===== src/rtl/count_event_generator.sv =====
// Button/switch front end: synchronises and debounces a push button and emits
// one-cycle count-step pulses (with optional auto-repeat) carrying the switch direction.
module count_event_generator #(
    parameter int unsigned DEBOUNCE_CYCLES      = 1_000_000,
    parameter int unsigned REPEAT_DELAY_CYCLES  = 50_000_000,
    parameter int unsigned REPEAT_PERIOD_CYCLES = 10_000_000,
    parameter bit          REPEAT_EN            = 1'b1
) (
    input  logic clk,
    input  logic resetN,
    input  logic pushButton,
    input  logic slideSwitch,
    output logic countStep,
    output logic countUp,
    output logic buttonState
);

    localparam int unsigned DB_W    = (DEBOUNCE_CYCLES > 1) ? $clog2(DEBOUNCE_CYCLES) : 1;
    localparam int unsigned TMR_MAX = (REPEAT_DELAY_CYCLES > REPEAT_PERIOD_CYCLES)
                                      ? REPEAT_DELAY_CYCLES : REPEAT_PERIOD_CYCLES;
    localparam int unsigned TMR_W   = (TMR_MAX > 1) ? $clog2(TMR_MAX) : 1;

    localparam logic [DB_W-1:0]  DB_LAST     = DB_W'(DEBOUNCE_CYCLES - 1);
    localparam logic [TMR_W-1:0] DELAY_LAST  = TMR_W'(REPEAT_DELAY_CYCLES - 1);
    localparam logic [TMR_W-1:0] PERIOD_LAST = TMR_W'(REPEAT_PERIOD_CYCLES - 1);

    typedef enum logic [1:0] {
        IDLE,
        HOLD_DELAY,
        HOLD_REPEAT
    } state_t;

    logic [1:0]       pb_ff;
    logic [1:0]       sw_ff;
    logic             pb_sync;
    logic             sw_sync;
    logic [DB_W-1:0]  db_cnt;
    logic [DB_W-1:0]  db_cnt_next;
    logic             button_next;
    state_t           state;
    state_t           state_next;
    logic [TMR_W-1:0] timer;
    logic [TMR_W-1:0] timer_next;
    logic             step_next;

    assign pb_sync = pb_ff[1];
    assign sw_sync = sw_ff[1];

    always_ff @(posedge clk or negedge resetN) begin
        if (!resetN) begin
            pb_ff <= '0;
            sw_ff <= '0;
        end else begin
            pb_ff <= {pb_ff[0], pushButton};
            sw_ff <= {sw_ff[0], slideSwitch};
        end
    end

    always_comb begin
        db_cnt_next = '0;
        button_next = buttonState;
        if (pb_sync != buttonState) begin
            if (db_cnt == DB_LAST) begin
                button_next = pb_sync;
            end else begin
                db_cnt_next = db_cnt + 1'b1;
            end
        end
    end

    always_ff @(posedge clk or negedge resetN) begin
        if (!resetN) begin
            db_cnt      <= '0;
            buttonState <= 1'b0;
        end else begin
            db_cnt      <= db_cnt_next;
            buttonState <= button_next;
        end
    end

    // Release is judged on the debouncer's next level so that a release landing
    // on the same edge as a timer expiry suppresses that step.
    always_comb begin
        state_next = state;
        timer_next = timer;
        step_next  = 1'b0;
        case (state)
            IDLE: begin
                // IDLE is only ever entered with buttonState low, so high here is a rising edge
                if (buttonState) begin
                    step_next  = 1'b1;
                    timer_next = '0;
                    state_next = HOLD_DELAY;
                end
            end
            HOLD_DELAY: begin
                if (!button_next) begin
                    state_next = IDLE;
                end else if (REPEAT_EN && (timer == DELAY_LAST)) begin
                    step_next  = 1'b1;
                    timer_next = '0;
                    state_next = HOLD_REPEAT;
                end else if (timer != '1) begin
                    timer_next = timer + 1'b1;
                end
            end
            HOLD_REPEAT: begin
                if (!button_next) begin
                    state_next = IDLE;
                end else if (timer == PERIOD_LAST) begin
                    step_next  = 1'b1;
                    timer_next = '0;
                end else begin
                    timer_next = timer + 1'b1;
                end
            end
            default: state_next = IDLE;
        endcase
    end

    always_ff @(posedge clk or negedge resetN) begin
        if (!resetN) begin
            state     <= IDLE;
            timer     <= '0;
            countStep <= 1'b0;
            countUp   <= 1'b0;
        end else begin
            state     <= state_next;
            timer     <= timer_next;
            countStep <= step_next;
            if (step_next) begin
                countUp <= sw_sync;
            end
        end
    end

endmodule


===== config.mk =====
export PLATFORM = sky130hd
export DESIGN_NAME = count_event_generator
export DESIGN_NICKNAME = d
export VERILOG_FILES = /design/src/rtl/count_event_generator.sv
export SDC_FILE = /design/constraint.sdc
export NUM_CORES = 1
export LEC_CHECK = 0
export CORE_AREA = 10 10 114 116
export CTS_CLUSTER_DIAMETER = 60
export CTS_CLUSTER_SIZE = 12
export DETAILED_ROUTE_END_ITERATION = 7
export DIE_AREA = 0 0 124 126
export GPL_ROUTABILITY_DRIVEN = 0
export HOLD_SLACK_MARGIN = 0.15
export PLACE_DENSITY = 0.45
export SLEW_MARGIN = 20
export SYNTH_ARGS = -nofsm -noshare
export SYNTH_HDL_FRONTEND = slang
export SYNTH_SLANG_ARGS = --single-unit

===== constraint.sdc =====
create_clock -name clk -period 4.7 [get_ports clk]
set_input_delay 1.41 -clock clk [delete_from_list [all_inputs] [get_ports clk]]
set_output_delay 1.41 -clock clk [all_outputs]
set_load 0.02 [all_outputs]

==> flow_metrics.py, run 1 <==
metrics = {
    "power_and_ir_drop": {
        "p_switching_mw": 0.1855,
        "netSwitchingFraction_pct": 22.01,
        "p_per_area_nw_per_um2": 242.8,
        "p_clk_share_pct": 40.8,
        "irDropWorstVdd_v": 0.0001033,
        "seq_power_share_pct": 56.9,
        "p_leak_nw": 1.414,
        "internal-power_mw": 0.6573,
        "p_comb_share_pct": 2.3,
        "power_mw": 0.8428,
    },
    "routing": {
        "detail_route.drc_violations": 0,
        "ant_nets": 0,
        "wl_per_cell_um": 15.37,
        "firstDrtPassIters": 4,
        "wirelength_um": 7395,
        "vias": 2517,
        "drt_iter0_drc": 145,
        "viasPerCell": 5.233,
    },
    "clock_network": {
        "root_buffer": "clkbuf_8",
        "ctsHoldBuffers": 0,
        "path_clk_slew_ns": 0.10,
        "cts_tree": "built",
        "cts.sinks": 55,
        "insertion_delay_ns": 0.32,
        "cts_setup_buffers": 0,
        "cts-resized-gates": 0,
        "htreeDepth": 2,
        "cts_buffers": 5,
        "cts_max_path_buffers": 2,
    },
    "layout": {
        "n_antenna_cell": 0,
        "drive_gt1_share_pct": 7.918,
        "area_delta_synth_final_pct": 11.00,
        "finish.instance_area_sq_um": 3471,
        "fillers": 1107,
        "final_nets": 350,
    },
    "global_route": {
        "first_global_vias": 2438,
        "grt_pass1_wl_um": 12380,
        "track_usage_pct": 9.777,
        "grt_overflow": 0,
        "antenna_found_initial": 0,
        "grt_max_degree": 32,
    },
    "min_path": {
        "worstHoldPathCells": 0,
        "holdCritPathClass": "reg -> reg",
    },
    "critical_path": {
        "arrival_ns": 3.48,
        "path_max_fanout": 30,
        "startpoint_type": "flop",
        "rr_worst_depth": 8,
        "worstSetupEndpointType": "flop",
        "cp.required_ns": 4.96,
        "crit_type": "reg -> reg",
    },
    "timing": {
        "setup_viol": 0,
        "postLayoutSetupSlackWorst_ns": 1.484,
        "slew_headroom_pct": 53.25,
        "finClkSkew_ns": 0.01165,
        "min_period_ns": 3.216,
        "timing.final.crit_share_pct": 68.42,
        "maxSlewViolCount": 0,
        "holdWs_ns": 0.3587,
        "tns_ns": 0,
        "max_clock_freq_mhz": 311.0,
        "worst_pin_slew_ns": 0.7013,
        "hold_violations": 0,
        "rsz0062_at_grt": "false",
    },
    "synthesis": {
        "synth_area_sq_um": 3127,
        "syn_nets": 343,
        "ys_ff_latch": 55,
        "synth_top_cell_area_share_pct": 44.02,
        "yosys.cell_count.top_type": "dfrtp_1",
        "synth_cells": 333,
        "synth.distinct_cells": 51,
        "ys_seq_area_share_pct": 44.02,
        "syn_area_per_cell_sq_um": 9.390,
        "synth-edff-count": 0,
        "synth_top_area_cell": "dfrtp_1",
        "yosysWarnings": 0,
        "synth_ff_type": "dfrtp_1",
        "async_flop_share_pct": 100.0,
        "ys_top_cells_by_count": "dfrtp_1 (55), nor2_1 (45), nand2_1 (22)",
        "yosys-top-cells-area": "dfrtp_1 (44%), nor2_1 (5.4%), a22o_1 (4.8%)",
    },
    "status": {
        "status": "finished clean",
    },
    "placement": {
        "hpwl_um": 5144,
        "io_buffer_count": 6,
        "placed_area_sq_um": 3349,
        "place_ws_ns": 1.493,
    },
    "floorplanning": {
        "start_util_pct": 29.23,
        "rows": 38,
        "core_sq_um": 10700,
        "die_x_um": 124,
        "io_pins": 7,
        "die_h_um": 126,
        "dieArea_sq_um": 15620,
    },
    "job": {
        "drv_cap": 0,
    },
}
## worst paths after layout
check	start	to	slack [ns]
max in group asynchronous	resetN	timer[13]	2.75
max	db_cnt[7]	timer[0]	1.48
min reg2reg	sw_ff[0]	sw_ff[1]	0.36
min in group asynchronous	resetN	pb_ff[1]	1.11
min	sw_ff[0]	sw_ff[1]	0.36
max reg2reg	db_cnt[7]	timer[0]	1.48
## registers in the layout, indices dropped and copies added, names as in the netlist
name / cells
buttonState: 1
countStep: 1
countUp: 1
db_cnt: 20
pb_ff: 2
state: 2
sw_ff: 2
timer: 26
## power by group through the flow
stage	Clock (mW)	Sequential [mW]	Combinational, mW
after global placement	0	0.489	0.0212
after CTS	0.360	0.480	0.0211
final	0.344	0.479	0.0198
after floorplan	0	0.488	0.00619
after detailed placement	0	0.489	0.0209
after global routing	0.378	0.480	0.0234
## metal layers
metal	track usage (%)	part of all wire, %	vias to the layer above
li1	-	-	1233
met3	1.743	2.7	5
met1	13.40	50	1244
met5	0	0	-
met4	3.252	1.4	0
met2	15.09	46	35
## cells in the final DEF (no fill, tap or decap), types with 3 or more instances in the layout
cell type	synthesis	routed
ha_1	6	6
and2_1	4	4
and4_1	7	7
a21oi_1	8	8
and3_1	10	10
nor3_1	8	7
nor4_1	3	3
xnor2_1	9	9
xor2_1	6	6
o21ai_0	9	8
a22o_1	17	17
a211oi_1	5	5
or3_1	6	6
a211o_1	16	16
nand3_1	20	20
nor2_1	45	45
clkbuf_8	0	6
inv_1	18	18
o2bb2ai_1	3	3
o21ai_1	2	3
dfrtp_1	55	55
clkdlybuf4s50_1	0	5
nand2_1	22	22
buf_4	0	6
nand4_1	9	9
## worst max-delay path, cell delays in order (launching register included)
cell and delay, ns:
dfrtp_1 0.45, or4_1 0.54, or4_4 0.58, a2111oi_4 0.21, o22ai_2 0.12, buf_4 0.25, nor3_2 0.51, buf_4 0.31
mux2_2 0.18
## layout make-up
| type | instances | area [sq um] | share of cell area (%) |
|---|---|---|---|
| clock buffers | 6 | 82.58 | 2.379 |
| multi-input cells | 248 | 1630 | 46.97 |
| inverters | 18 | 67.56 | 1.947 |
| clock inverters | 2 | 38.79 | 1.118 |
| well taps | 140 | 175.2 | 5.047 |
| repair buffers | 12 | 100.1 | 2.884 |
| flip-flops and latches | 55 | 1376 | 39.65 |
## stage by stage
step           instances  utilization (%)
2_1_floorplan        333                -
3_3_place_gp         473            31.31
3_5_place_dp         473            31.31
4_1_cts              481            32.44
5_1_grt              481            32.44
6_report             481            32.44
## cell families after synthesis
kind of cell    share of synthesized area (%)
flops                                   44.02
compound gates                          19.29
fa+ha+maj                               2.401
simple gates                            25.09
buf+inv                                 4.281
xor+xnor                                4.202
mux                                    0.7202
(Power assumes the default switching activity.)
==> run 2, diff against run 1 <==
- PLACE_DENSITY: 0.45 -> 0.46
- clock period: 4.7 -> 2.6 ns (I/O delays scaled with it)
==> run 2 against run 1 <==
  * The flow now finishes with violations (negative setup slack)
  * Register-to-register slack worse by 1.6 ns
  * Clock power up 40%
  * Clock-buffer cell count up 1
  * Total power up 65%
  * Combinational power up 100%
  * Sequential power up 81%
  * Via count up 8.4%
  * Routed wire length up 9.9%
  * Flip-flop and latch count unchanged
  * Critical path depth unchanged
  * Highest routed layer unchanged
==> flow_metrics.py, run 2 (synthesis results as in run 1) <==
metrics = {
    "timing": {
        "min_period_ns": 2.723,
        "max_clock_freq_mhz": 367.3,
        "finClkSkew_ns": 0.01782,
        "postLayoutSetupSlackWorst_ns": -0.1229,
        "slew_headroom_pct": 42.77,
        "holdWs_ns": 0.3587,
        "tns_ns": -1.414,
        "hold_violations": 0,
        "maxSlewViolCount": 0,
        "timing.final.crit_share_pct": 104.7,
        "rsz0062_at_grt": "true",
        "worst_pin_slew_ns": 0.8520,
        "setup_viol": 22,
    },
    "routing": {
        "viasPerCell": 5.017,
        "wirelength_um": 8124,
        "drt_iter0_drc": 189,
        "vias": 2729,
        "ant_nets": 0,
        "detail_route.drc_violations": 0,
        "firstDrtPassIters": 4,
        "wl_per_cell_um": 14.93,
    },
    "clock_network": {
        "insertion_delay_ns": 0.32,
        "cts_max_path_buffers": 2,
        "cts_tree": "built",
        "cts_buffers": 5,
        "path_clk_slew_ns": 0.10,
        "cts.sinks": 55,
        "htreeDepth": 2,
        "root_buffer": "clkbuf_8",
    },
    "floorplanning": {
        "die_h_um": 126,
        "io_pins": 7,
        "dieArea_sq_um": 15620,
        "core_sq_um": 10700,
        "die_x_um": 124,
        "start_util_pct": 29.23,
        "rows": 38,
    },
    "critical_path": {
        "cp.required_ns": 2.79,
        "r2r_slack_ns": -0.12,
        "r2r_start": "db_cnt[7]",
        "cp-endpoint": "timer[0]",
        "worstSetupEndpointType": "flop",
        "arrival_ns": 2.92,
        "startpoint_type": "flop",
        "path_max_fanout": 20,
        "rr_worst_depth": 8,
        "rr_endpoint": "timer[0]",
        "crit_type": "reg -> reg",
        "crit_start": "db_cnt[7]",
    },
    "layout": {
        "area_delta_synth_final_pct": 27.53,
        "fillers": 1086,
        "n_antenna_cell": 0,
        "final_nets": 413,
        "top_regs": "timer (26), db_cnt (20)",
        "layout_common_cells": "buf_4 (64), dfrtp_1 (55), nor2_1 (45)",
        "largest_reg_flops": 26,
        "drive_gt1_share_pct": 23.02,
        "fin_cells": 544,
        "top_register": "timer",
        "layout_commonest_cell": "buf_4",
    },
    "status": {
        "status": "complete, but fails checks",
        "violations": "negative setup slack",
    },
    "power_and_ir_drop": {
        "irDropWorstVdd_v": 0.0001726,
        "p_comb_share_pct": 2.9,
        "power_mw": 1.389,
        "p_clk_share_pct": 34.8,
        "p_switching_mw": 0.3253,
        "netSwitchingFraction_pct": 23.42,
        "seq_power_share_pct": 62.4,
        "p_leak_nw": 1.749,
        "internal-power_mw": 1.064,
        "p_per_area_nw_per_um2": 348.4,
    },
    "min_path": {
        "holdCritPathClass": "reg -> reg",
    },
    "global_route": {
        "track_usage_pct": 10.78,
        "grt_overflow": 0,
        "grt_max_degree": 56,
        "grt_pass1_wl_um": 13910,
        "first_global_vias": 2713,
        "antenna_found_initial": 0,
    },
    "placement": {
        "dp.cells": 531,
        "io_buffer_count": 6,
        "hpwl_um": 5703,
    },
    "job": {
        "drv_cap": 0,
    },
}
==> run 2: changes by cell type in the layout (fill, tap and decap cells not counted), sizes merged <==
cell    before  now
inv         19   18
bufinv       1    0
buf          7   70
clkbuf       6    7
clkinv       0    1
==> run 2: worst min-delay path by stage <==
stage	startpoint	endpoint	slack [ns]	cells past startpoint
3_3_place_gp	sw_ff[0]	sw_ff[1]	0.33	0
6_report	pb_ff[0]	pb_ff[1]	0.36	0
4_1_cts	pb_ff[0]	pb_ff[1]	0.36	0
3_5_place_dp	sw_ff[0]	sw_ff[1]	0.34	0
2_1_floorplan	pb_ff[0]	pb_ff[1]	0.33	0
5_1_grt	sw_ff[0]	sw_ff[1]	0.38	0
==> run 2: power by group through the flow <==
stage | sequential (mW) | combinational [mW] | clock, mW
2_1_floorplan | 0.882 | 0.0112 | 0
3_3_place_gp | 0.883 | 0.0406 | 0
3_5_place_dp | 0.883 | 0.0405 | 0
4_1_cts | 0.866 | 0.0409 | 0.504
5_1_grt | 0.868 | 0.0450 | 0.538
6_report | 0.866 | 0.0397 | 0.483
==> run 2: repair_timing <==
| action | CTS | global route |
|---|---|---|
| gates resized for setup | 3 | 7 |
| buffers inserted | 2 | 3 |
| setup endpoints to repair | 26 | 28 |
| hold buffers | 0 | 0 |
| pin swaps | 2 | 5 |
| hold endpoints to repair | 0 | 0 |
==> run 2: per-layer routing <==
metal  vias up  share of wire, %  GRT usage, %
met1      1326                50         15.28
met4         0              0.75         3.252
met5         -                 0             0
met2        39                46         16.40
li1       1362                 -             -
met3         2               2.5         1.653
==> run 2: cell type report <==
class	instances	area (sq um)	area share (%)
Clock buffer	7	76.32	1.914
Clock inverter	1	5.005	0.1255
Inverter	18	67.56	1.694
Multi-Input combinational cell	248	1669	41.86
Sequential cell	55	1376	34.52
Tap cell	140	175.2	4.393
Timing Repair Buffer	75	618.1	15.50
==> run 2: worst max-delay path, cell delays in order, from the launching register on <==
cell and delay, ns:
dfrtp_1 0.39, or4_1 0.53, or4_4 0.59, o21a_1 0.22, o22ai_2 0.22, buf_4 0.16, nor3_2 0.04, buf_12 0.20
mux2_2 0.26
==> run 2: per-stage QoR <==
step           cell area, sq um  util [%]  setup slack [ns]
6_report                   3988     37.27           -0.1229
5_1_grt                    3988     37.27           -0.2194
4_1_cts                    3934     36.77           -0.1335
3_5_place_dp               3822     35.73           -0.1351
3_3_place_gp               3822     35.73          -0.08961
2_1_floorplan              3127         -           0.02075
